==> config.mk <==
export PLATFORM = sky130hd
export DESIGN_NAME = mem_port_arbiter_flat
export DESIGN_NICKNAME = d
export VERILOG_FILES = /design/src/rtl/mem_port_arbiter_pkg.sv /design/src/rtl/mem_port_arbiter_if.sv /design/src/rtl/mem_port_arbiter_rd_tag_pipe.sv /design/src/rtl/mem_port_arbiter.sv /design/src/flat_wrapper.sv
export SDC_FILE = /design/constraint.sdc
export NUM_CORES = 1
export LEC_CHECK = 0
export ABC_AREA = 1
export CAP_MARGIN = 0
export CORE_ASPECT_RATIO = 1.2
export CORE_MARGIN = 2
export CORE_UTILIZATION = 62
export DETAILED_ROUTE_END_ITERATION = 10
export DONT_BUFFER_PORTS = 1
export PLACE_DENSITY = 0.81
export SKIP_LAST_GASP = 1
export SLEW_MARGIN = 20
export SYNTH_ARGS = -nofsm -noshare
export SYNTH_HDL_FRONTEND = slang
export SYNTH_SLANG_ARGS = --single-unit
==> constraint.sdc <==
create_clock -name clk -period 2.2 [get_ports clk]
set_input_delay 0.44 -clock clk [delete_from_list [all_inputs] [get_ports clk]]
set_output_delay 0.44 -clock clk [all_outputs]
set_load 0.05 [all_outputs]
==> src/rtl/mem_port_arbiter_pkg.sv <==
// Shared types for the RAM port arbiter: FSM states, read-return tag, id width.
// Optional round-robin arbitration is selected with MEM_ARB_RR_EN.
package mem_arb_pkg;

  localparam int N_CH_MAX = 8;
  // Tag ids are sized for the largest supported channel count so the struct
  // stays parameter-free; the top level uses only the low $clog2(N_CH) bits.
  localparam int ID_W = $clog2(N_CH_MAX);

  typedef enum logic [1:0] {
    IDLE = 2'd0,
    RUN  = 2'd1,
    DONE = 2'd2
  } arb_state_e;

  typedef struct packed {
    logic            valid;
    logic [ID_W-1:0] id;
  } rd_tag_t;

endpackage

==> src/rtl/mem_port_arbiter_if.sv <==
// Channel-side request/grant/read-return bus plus the single RAM port.
// The slave modport is the arbiter; master is the engines plus RAM.
interface mem_port_arbiter_if #(
  parameter int N_CH = 3,
  parameter int AW   = 8,
  parameter int DW   = 8
);

  logic [N_CH-1:0]    ch_req;
  logic [N_CH-1:0]    ch_wren;
  logic [N_CH*AW-1:0] ch_addr;
  logic [N_CH*DW-1:0] ch_wdata;
  logic [N_CH-1:0]    ch_gnt;
  logic [N_CH-1:0]    ch_rvalid;
  logic [DW-1:0]      ch_rdata;
  logic [AW-1:0]      mem_addr;
  logic [DW-1:0]      mem_wdata;
  logic               mem_wren;
  logic [DW-1:0]      mem_rdata;

  modport slave (
    input  ch_req, ch_wren, ch_addr, ch_wdata, mem_rdata,
    output ch_gnt, ch_rvalid, ch_rdata, mem_addr, mem_wdata, mem_wren
  );

  modport master (
    output ch_req, ch_wren, ch_addr, ch_wdata, mem_rdata,
    input  ch_gnt, ch_rvalid, ch_rdata, mem_addr, mem_wdata, mem_wren
  );

endinterface

==> src/rtl/mem_port_arbiter_rd_tag_pipe.sv <==
// RD_LAT-deep shift register carrying {valid, id} read tags alongside the
// RAM read latency; synchronous clear drops every tag in flight.
module rd_tag_pipe
  import mem_arb_pkg::*;
#(
  parameter int RD_LAT = 1
) (
  input  logic    clk,
  input  logic    i_clr,
  input  rd_tag_t i_tag,
  output rd_tag_t o_tag
);

  rd_tag_t r_pipe [RD_LAT];

  always_ff @(posedge clk) begin
    if (i_clr) begin
      for (int i = 0; i < RD_LAT; i++) r_pipe[i] <= '0;
    end else begin
      r_pipe[0] <= i_tag;
      for (int i = 1; i < RD_LAT; i++) r_pipe[i] <= r_pipe[i-1];
    end
  end

  assign o_tag = r_pipe[RD_LAT-1];

endmodule

==> src/rtl/mem_port_arbiter.sv <==
// Phase-sequenced arbiter for one single-port RAM with per-channel read return.
// Define MEM_ARB_RR_EN for round-robin grants among all requesters in RUN.
module mem_port_arbiter
  import mem_arb_pkg::*;
#(
  parameter int N_CH   = 3,
  parameter int AW     = 8,
  parameter int DW     = 8,
  parameter int RD_LAT = 1
) (
  input  logic            clk,
  input  logic            reset,
  input  logic            start,
  input  logic [N_CH-1:0] ch_done,
  mem_port_arbiter_if.slave bus,
  output logic [2:0]      phase,
  output logic            busy,
  output logic            all_done
);

  // state | meaning
  // IDLE  | after reset, waiting for start
  // RUN   | channel `phase` owns the RAM port
  // DONE  | last phase finished, waiting for start
  localparam int IW = $clog2(N_CH);

  arb_state_e      r_state, w_state_nxt;
  logic [2:0]      r_phase, w_phase_nxt;
  logic [IW-1:0]   w_owner;
  logic [IW-1:0]   w_win_id;
  logic            w_grant_any;
  logic [N_CH-1:0] w_gnt;
  logic [N_CH-1:0] w_rvalid;
  logic [AW-1:0]   r_mem_addr;
  logic [DW-1:0]   r_mem_wdata;
  logic            r_mem_wren;
  rd_tag_t         r_issue;
  rd_tag_t         w_tail;

  assign w_owner = r_phase[IW-1:0];

  always_comb begin
    w_state_nxt = r_state;
    w_phase_nxt = r_phase;
    case (r_state)
      IDLE, DONE: begin
        if (start) begin
          w_state_nxt = RUN;
          w_phase_nxt = '0;
        end
      end
      RUN: begin
        if (ch_done[w_owner]) begin
          if (r_phase == 3'(N_CH-1)) w_state_nxt = DONE;
          else                       w_phase_nxt = r_phase + 3'd1;
        end
      end
      default: w_state_nxt = IDLE;
    endcase
  end

`ifdef MEM_ARB_RR_EN
  logic [IW-1:0] r_rr_ptr;

  function automatic logic [IW-1:0] rr_idx(input logic [IW-1:0] base, input int off);
    return IW'((int'(base) + off) % N_CH);
  endfunction

  // First requester at or after the pointer wins.
  always_comb begin
    w_gnt       = '0;
    w_win_id    = r_rr_ptr;
    w_grant_any = 1'b0;
    if (r_state == RUN) begin
      for (int i = 0; i < N_CH; i++) begin
        if (!w_grant_any && bus.ch_req[rr_idx(r_rr_ptr, i)]) begin
          w_grant_any = 1'b1;
          w_win_id    = rr_idx(r_rr_ptr, i);
        end
      end
    end
    if (w_grant_any) w_gnt[w_win_id] = 1'b1;
  end

  always_ff @(posedge clk) begin
    if (reset)            r_rr_ptr <= '0;
    else if (w_grant_any) r_rr_ptr <= rr_idx(w_win_id, 1);
  end
`else
  always_comb begin
    w_gnt          = '0;
    w_win_id       = w_owner;
    w_grant_any    = (r_state == RUN) && bus.ch_req[w_owner];
    w_gnt[w_owner] = w_grant_any;
  end
`endif

  always_ff @(posedge clk) begin
    if (reset) begin
      r_state     <= IDLE;
      r_phase     <= '0;
      r_mem_addr  <= '0;
      r_mem_wdata <= '0;
      r_mem_wren  <= 1'b0;
      r_issue     <= '0;
    end else begin
      r_state       <= w_state_nxt;
      r_phase       <= w_phase_nxt;
      r_mem_wren    <= 1'b0;
      r_issue.valid <= 1'b0;
      if (w_grant_any) begin
        r_mem_addr  <= bus.ch_addr[w_win_id*AW +: AW];
        r_mem_wdata <= bus.ch_wdata[w_win_id*DW +: DW];
        r_mem_wren  <= bus.ch_wren[w_win_id];
        r_issue     <= '{valid: !bus.ch_wren[w_win_id], id: ID_W'(w_win_id)};
      end
    end
  end

  // r_issue adds the cycle in which mem_addr is presented; the pipe covers RD_LAT.
  rd_tag_pipe #(.RD_LAT(RD_LAT)) u_tag_pipe (
    .clk   (clk),
    .i_clr (reset),
    .i_tag (r_issue),
    .o_tag (w_tail)
  );

  always_comb begin
    w_rvalid = '0;
    for (int i = 0; i < N_CH; i++) begin
      w_rvalid[i] = w_tail.valid && (w_tail.id == ID_W'(i));
    end
  end

  assign bus.ch_gnt    = w_gnt;
  assign bus.ch_rvalid = w_rvalid;
  assign bus.ch_rdata  = w_tail.valid ? bus.mem_rdata : '0;
  assign bus.mem_addr  = r_mem_addr;
  assign bus.mem_wdata = r_mem_wdata;
  assign bus.mem_wren  = r_mem_wren;
  assign phase         = r_phase;
  assign busy          = (r_state == RUN);
  assign all_done      = (r_state == DONE);

endmodule

==> src/flat_wrapper.sv <==
// flat-port wrapper written by rule: the top's interface ports become plain ports
module mem_port_arbiter_flat import mem_arb_pkg::*;
#(
  parameter int N_CH   = 3,
  parameter int AW     = 8,
  parameter int DW     = 8,
  parameter int RD_LAT = 1
)
  (clk, reset, start, ch_done, phase, busy, all_done, bus_ch_req, bus_ch_wren, bus_ch_addr, bus_ch_wdata, bus_mem_rdata, bus_ch_gnt, bus_ch_rvalid, bus_ch_rdata, bus_mem_addr, bus_mem_wdata, bus_mem_wren);
  mem_port_arbiter_if #(.N_CH(N_CH), .AW(AW), .DW(DW)) bus_i ();
  input  logic clk;
  input  logic reset;
  input  logic start;
  input  logic [N_CH-1:0] ch_done;
  output logic [2:0] phase;
  output logic busy;
  output logic all_done;
  input wire logic [$bits(bus_i.ch_req)-1:0] bus_ch_req;
  input wire logic [$bits(bus_i.ch_wren)-1:0] bus_ch_wren;
  input wire logic [$bits(bus_i.ch_addr)-1:0] bus_ch_addr;
  input wire logic [$bits(bus_i.ch_wdata)-1:0] bus_ch_wdata;
  input wire logic [$bits(bus_i.mem_rdata)-1:0] bus_mem_rdata;
  output wire logic [$bits(bus_i.ch_gnt)-1:0] bus_ch_gnt;
  output wire logic [$bits(bus_i.ch_rvalid)-1:0] bus_ch_rvalid;
  output wire logic [$bits(bus_i.ch_rdata)-1:0] bus_ch_rdata;
  output wire logic [$bits(bus_i.mem_addr)-1:0] bus_mem_addr;
  output wire logic [$bits(bus_i.mem_wdata)-1:0] bus_mem_wdata;
  output wire logic [$bits(bus_i.mem_wren)-1:0] bus_mem_wren;
  assign bus_i.ch_req = bus_ch_req;
  assign bus_i.ch_wren = bus_ch_wren;
  assign bus_i.ch_addr = bus_ch_addr;
  assign bus_i.ch_wdata = bus_ch_wdata;
  assign bus_i.mem_rdata = bus_mem_rdata;
  assign bus_ch_gnt = bus_i.ch_gnt;
  assign bus_ch_rvalid = bus_i.ch_rvalid;
  assign bus_ch_rdata = bus_i.ch_rdata;
  assign bus_mem_addr = bus_i.mem_addr;
  assign bus_mem_wdata = bus_i.mem_wdata;
  assign bus_mem_wren = bus_i.mem_wren;
  mem_port_arbiter #(.N_CH(N_CH), .AW(AW), .DW(DW), .RD_LAT(RD_LAT)) u_core (.clk(clk), .reset(reset), .start(start), .ch_done(ch_done), .bus(bus_i), .phase(phase), .busy(busy), .all_done(all_done));
endmodule
==> results of run 1 <==
metrics by stage:
stage / cell area, um^2 / util (%)
6_report: 1880 / 73.0
5_1_grt: 1880 / 73.0
4_1_cts: 1880 / 72.9
3_5_place_dp: 1840 / 71.5
3_3_place_gp: 1840 / 71.5
2_1_floorplan: 1730 / -
timing repair:
action,in CTS,in global routing
endpoints found under the setup margin,0,3
hold buffers,0,0
gates resized for setup,0,1
per-layer routing:
metal	up-vias	part of all wire [%]	global-route usage [%]	wire [um]
li1	902	-	-	-
met1	764	40	26.1	1580
met2	72	49	44.7	1920
met3	7	9.4	6.70	369
met4	0	1.5	11.7	59
met5	-	0	0	0
worst register-to-register path, cell delays in order, from the launching register on:
cell and delay, ns:
dfxtp_4 0.42, inv_2 0.06, buf_4 0.26, ha_1 0.19
inv_1 0.06, o21ai_1 0.15, nand2_1 0.15, nand3_1 0.12
nand2_1 0.05, nor2_1 0.11
registers in the layout (all words and copies together) (netlist names):
name	cells
u_core.phase	3
u_core.bus.mem_wdata	8
u_core.r_issue	3
u_core.r_state	2
u_core.bus.mem_wren	1
u_core.u_tag_pipe.r_pipe	3
u_core.bus.mem_addr	8
final timing paths:
kind,to,slack (ns),cells after the start
worst min-delay path,u_core.r_state[1]$_SDFFE_PP0P_,0.15,1
worst max register to register,u_core.phase[0]$_SDFFE_PP0P_,0.56,9
worst max-delay path,bus_ch_gnt[2],0.12,6
worst min register to register,u_core.u_tag_pipe.r_pipe[0][2]$_SDFF_PP0_,0.42,2
cells in the mapped netlist:
master,count
a21oi_1,5
buf_1,1
buf_2,5
buf_6,3
clkbuf_1,4
dfxtp_1,28
ha_1,4
inv_1,41
inv_2,3
nand2_1,82
nand2_2,1
nand2_4,1
nand3_1,10
nand3b_1,1
nor2_1,66
nor2_4,2
nor3_1,3
o21ai_0,30
o21ai_1,4
or2_0,1
final cells by class:
class | instances | share of cell area [%]
Tap cell | 33 | 2.20
Inverter | 44 | 8.78
Clock buffer | 4 | 1.93
Multi-Input combinational cell | 210 | 49.3
Timing Repair Buffer | 16 | 7.72
Sequential cell | 28 | 30.1
power by group through the flow:
| stage | Clock (uW) | Combinational, uW | Sequential, uW |
|---|---|---|---|
| 2_1_floorplan | 0 | 579 | 897 |
| 3_3_place_gp | 0 | 727 | 879 |
| 3_5_place_dp | 0 | 744 | 881 |
| 4_1_cts | 265 | 749 | 869 |
| 5_1_grt | 279 | 854 | 882 |
| 6_report | 256 | 744 | 869 |
kinds of logic (layout without fill, tap and decap cells):
kind of cell / count (synthesis) / in the layout / synth area share [%]
fa+ha+maj: 4 / 4 / 2.90
compound gates: 39 / 39 / 11.3
simple gates: 167 / 167 / 39.1
buf+inv: 57 / 64 / 14.1
flops: 28 / 28 / 32.5
==> impl_metrics.tcl, run 1 <==
set metrics [dict create \
    outcome "complete, no violations" \
    rows 20 \
    nNetsFinal 375 \
    grt_max_degree 24 \
    mostFrequentLayoutCell "nand2_1" \
    syn_nets 367 \
    cts_tree "built" \
    postSynthCellCount 295 \
    netlist_top_cells_area "dfxtp_1 (33%), nand2_1 (18%), nor2_1 (14%), inv_1 (8.9%), o21ai_0 (8.7%)" \
    fmax_mhz 481 \
    hp-class "primary input to flip-flop" \
    postSynthAreaPerCell_um2 5.84 \
    path_delay_family "buffers and inverters" \
    grt_pass1_wl_um 5910 \
    fin_setup_tns_ns 0 \
    min_from "reset" \
    grt_antenna_before_repair 0 \
    swShare_pct 49.4 \
    path_cells "inv_2 -> buf_4 -> ha_1 -> inv_1 -> nor2_2 -> buf_12" \
    syn_area_mm2 0.00172 \
    cp-end-kind "output pin" \
    htreeDepth 1 \
    power.density_mw_per_mm2 994 \
    netlist-cell-type-count 20 \
    finalHoldViolations 0 \
    cts_sinks 28 \
    drc 0 \
    die_area_mm2 0.00322 \
    ys_seq_area_share_pct 32.5 \
    start_util_pct 66.8 \
    yosysTopAreaCell "dfxtp_1" \
    place_hpwl_um 2920 \
    gp_congestion 0.776 \
    p_switching_uw 924 \
    slew_headroom_pct 65.3 \
    cp-start-kind "flip-flop" \
    ant_nets 0 \
    p_int_uw 945 \
    die_w_um 52.1 \
    synth_top_area_share_pct 32.5 \
    slew_violations 0 \
    setup_viol 0 \
    crit_path_start "u_core.phase[0]$_SDFFE_PP0P_" \
    fin_crit_sh_pct 94.6 \
    worst-slew-pin-transition_ns 0.520 \
    diodes 0 \
    worstSetupPathType "flip-flop to output pin" \
    cp.required_ns 1.76 \
    multi_input_area_um2 927 \
    grt.total_usage_pct 24.4 \
    finalNonFillerCells 335 \
    dr.pass1.iters 4 \
    grt_pass1_vias 1455 \
    yosys_register_bits 28 \
    port_buffers 0 \
    pwr-share-comb_pct 39.8 \
    skew_ns 0.0101 \
    postCtsSetupBuffers 0 \
    numCtsBuffers 3 \
    seq_area_um2 566 \
    die_h_um 61.7 \
    arrival_ns 1.64 \
    placed_cells 331 \
    viasPerCell 5.21 \
    n_fill_cell 230 \
    crit_path_max_fanout 23 \
    yosysWarnings 0 \
    drt_iter0_drc 45 \
    num_io_pins 104 \
    clk_pin_slew_worst_paths_ns 0.15 \
    core-area_mm2 0.00258 \
    num_vias 1745 \
    insertion_delay_ns 0.34 \
    setup_slack_ns 0.119 \
    layout_common_cells "nand2_1 (82), nor2_1 (63), inv_1 (41)" \
    r2r-start "u_core.phase[0]$_SDFFE_PP0P_" \
    grt_overflow_total 0 \
    leakage_uw 0.00102 \
    cts_root_buf "clkbuf_4" \
    drt-total-wl_um 3930 \
    maxCapViolations 0 \
    p_total_uw 1870 \
    power.share.clock_pct 13.7 \
    cts_buffer_depth 2 \
    p_seq_share_pct 46.5 \
    syn_to_final_growth_pct 9.15 \
    cp.buffers_inverters 4 \
    hold_ws_ns 0.152 \
    rsz0062_at_grt "false" \
    drive_gt1_share_pct 10.6 \
    ir_worst_vdd_uv 642 \
    pre_cts_slack_ns 0.470 \
    slowest_stage "dfxtp_4" \
    finalCriticalPeriod_ns 2.08 \
    routedWlPerCell_um 11.7 \
    slowest_delay_ns 0.42 \
]
Power figures use the tool's default switching activity.
==> inputs of run 2 (changes only) <==
HOLD_SLACK_MARGIN = 0.03   (was default)
==> results of run 2 <==
Same layout as run 1: the final DEF is identical, and so are final timing and power.
==> inputs of run 3 (changes only) <==
CORE_UTILIZATION = 56   (was 62)
GPL_ROUTABILITY_DRIVEN = 0   (was default)
PLACE_DENSITY = 0.77   (was 0.81)
clock period = 1.8 ns   (was 2.2 ns; I/O delays follow)
==> run 3 against run 2 <==
Effect of this change:
- the run now ends with setup timing left
- register-to-register slack got worse by 0.34 ns
- non-clock buffer count increased by 13
- design area grew 9.2%
- utilization fell by 4.5 points
- global-route usage rose by 0.44 points
- critical path depth unchanged
- count of clock-buffer cells in the layout unchanged
- first-iteration DRC count decreased by 11%
- worst hold slack worse by 0.096 ns
- final cell count is 5.1% higher
- critical path type unchanged
- critical endpoint unchanged
==> impl_metrics.tcl, run 3 (synthesis results as in run 1) <==
set metrics [dict create \
    grt_pass1_vias 1537 \
    insertion_delay_ns 0.34 \
    clk_pin_slew_worst_paths_ns 0.15 \
    die_area_mm2 0.00354 \
    cp.required_ns 1.44 \
    grt_max_degree 18 \
    drt_iter0_drc 40 \
    core-area_mm2 0.00300 \
    setup_slack_ns -0.0694 \
    die_w_um 54.6 \
    finalCriticalPeriod_ns 1.87 \
    ant_nets 0 \
    grt_pass1_wl_um 6510 \
    maxCapViolations 0 \
    power.density_mw_per_mm2 1240 \
    hp-class "primary input to flip-flop" \
    dr_wl_met3_um 387 \
    hold_ws_ns 0.0561 \
    outcome "finished, violations left" \
    cp-start-kind "flip-flop" \
    min_from "reset" \
    layout_common_cells "nand2_1 (82), nor2_1 (63), inv_1 (41)" \
    r2r-start "u_core.phase[0]$_SDFFE_PP0P_" \
    violations "setup timing" \
    drt-total-wl_um 4260 \
    finalNonFillerCells 352 \
    cts_root_buf "clkbuf_4" \
    placed_cells 335 \
    cts_tree "built" \
    rows 22 \
    highest_layer "met4" \
    wl_met1_um 1710 \
    grt.total_usage_pct 24.9 \
    worstSetupPathType "flip-flop to output pin" \
    arrival_ns 1.51 \
    fin_area_mm2 0.00205 \
    numCtsBuffers 3 \
    viasPerCell 4.95 \
    crit_path_start "u_core.phase[1]$_SDFFE_PP0P_" \
    grt_antenna_before_repair 0 \
    wl_met2_um 2090 \
    drc 0 \
    cts_buffer_depth 2 \
    grt_overflow_total 0 \
    setup_viol 3 \
    finalHoldViolations 0 \
    syn_to_final_growth_pct 19.2 \
    nNetsFinal 389 \
    cts_sinks 28 \
    port_buffers 0 \
    routedWlPerCell_um 12.1 \
    diodes 0 \
    skew_ns 0.00132 \
    worst-slew-pin-transition_ns 0.532 \
    slew_violations 0 \
    die_h_um 64.8 \
    cp-end-kind "output pin" \
    place_hpwl_um 2910 \
    dr.pass1.iters 4 \
    fin_crit_sh_pct 104 \
    leakage_uw 0.00110 \
    fin_setup_tns_ns -0.202 \
    mostFrequentLayoutCell "nand2_1" \
    num_io_pins 104 \
    rsz0062_at_grt "true" \
    start_util_pct 57.4 \
    htreeDepth 1 \
    ir_worst_vdd_uv 789 \
    place_area_mm2 0.00186 \
    drive_gt1_share_pct 15.2 \
    slew_headroom_pct 64.5 \
    num_vias 1744 \
    crit_path_max_fanout 12 \
    fmax_mhz 535 \
]
## run 3: what timing repair did
action / 4_1_cts / 5_1_grt
cloned: 1 / 0
setup buffers: 7 / 5
gates resized for setup: 6 / 4
hold buffers: 0 / 1
pin swaps: 5 / 4
endpoints found under the hold margin: 0 / 1
endpoints found under the setup margin: 3 / 6
## run 3: layer usage
metal  track usage (%)  vias up
li1                  -      932
met1              27.9      736
met2              41.4       70
met3              6.91        6
met4              12.2        0
met5                 0        -
## run 3: power breakdown
group	internal (uW)	switching [uW]
Sequential	732	329
Clock	170	198
Combinational	421	701
## run 3: final cells by class
cell class              instances  area (um^2)
well taps                      36         45.0
inverters                      44          170
multi-input cells             211          977
clock buffers                   4         47.5
flip-flops and latches         28          569
repair buffers                 29          245
fillers                       285          946
## run 3: worst max-delay path, cell delays in order (launching register included)
cell	delay, ns
dfxtp_4	0.41
inv_4	0.07
nor2_4	0.10
nand2_1	0.10
nand2_4	0.12
nand2_8	0.08
nor2_4	0.29
## run 3: path summary, 6_finish.rpt
check	slack, ns	cells after the start	end
worst max-delay path	-0.07	6	bus_ch_gnt[2]
worst min-delay path	0.06	1	u_core.phase[2]$_SDFFE_PP0P_
worst max register to register	0.22	10	u_core.bus.mem_addr[7]$_SDFFE_PP0P_
worst min register to register	0.41	2	u_core.u_tag_pipe.r_pipe[0][2]$_SDFF_PP0_
## run 3: metrics by stage
| stage | power [uW] | worst slack (ns) | utilization [%] |
|---|---|---|---|
| 3_5_place_dp | 2020 | 0.149 | 62.1 |
| 5_1_grt | 2740 | -0.127 | 68.5 |
| 2_1_floorplan | 1820 | -0.104 | - |
| 4_1_cts | 2500 | -0.0661 | 66.7 |
| 6_report | 2550 | -0.0694 | 68.5 |
| 3_3_place_gp | 2000 | 0.182 | 62.1 |
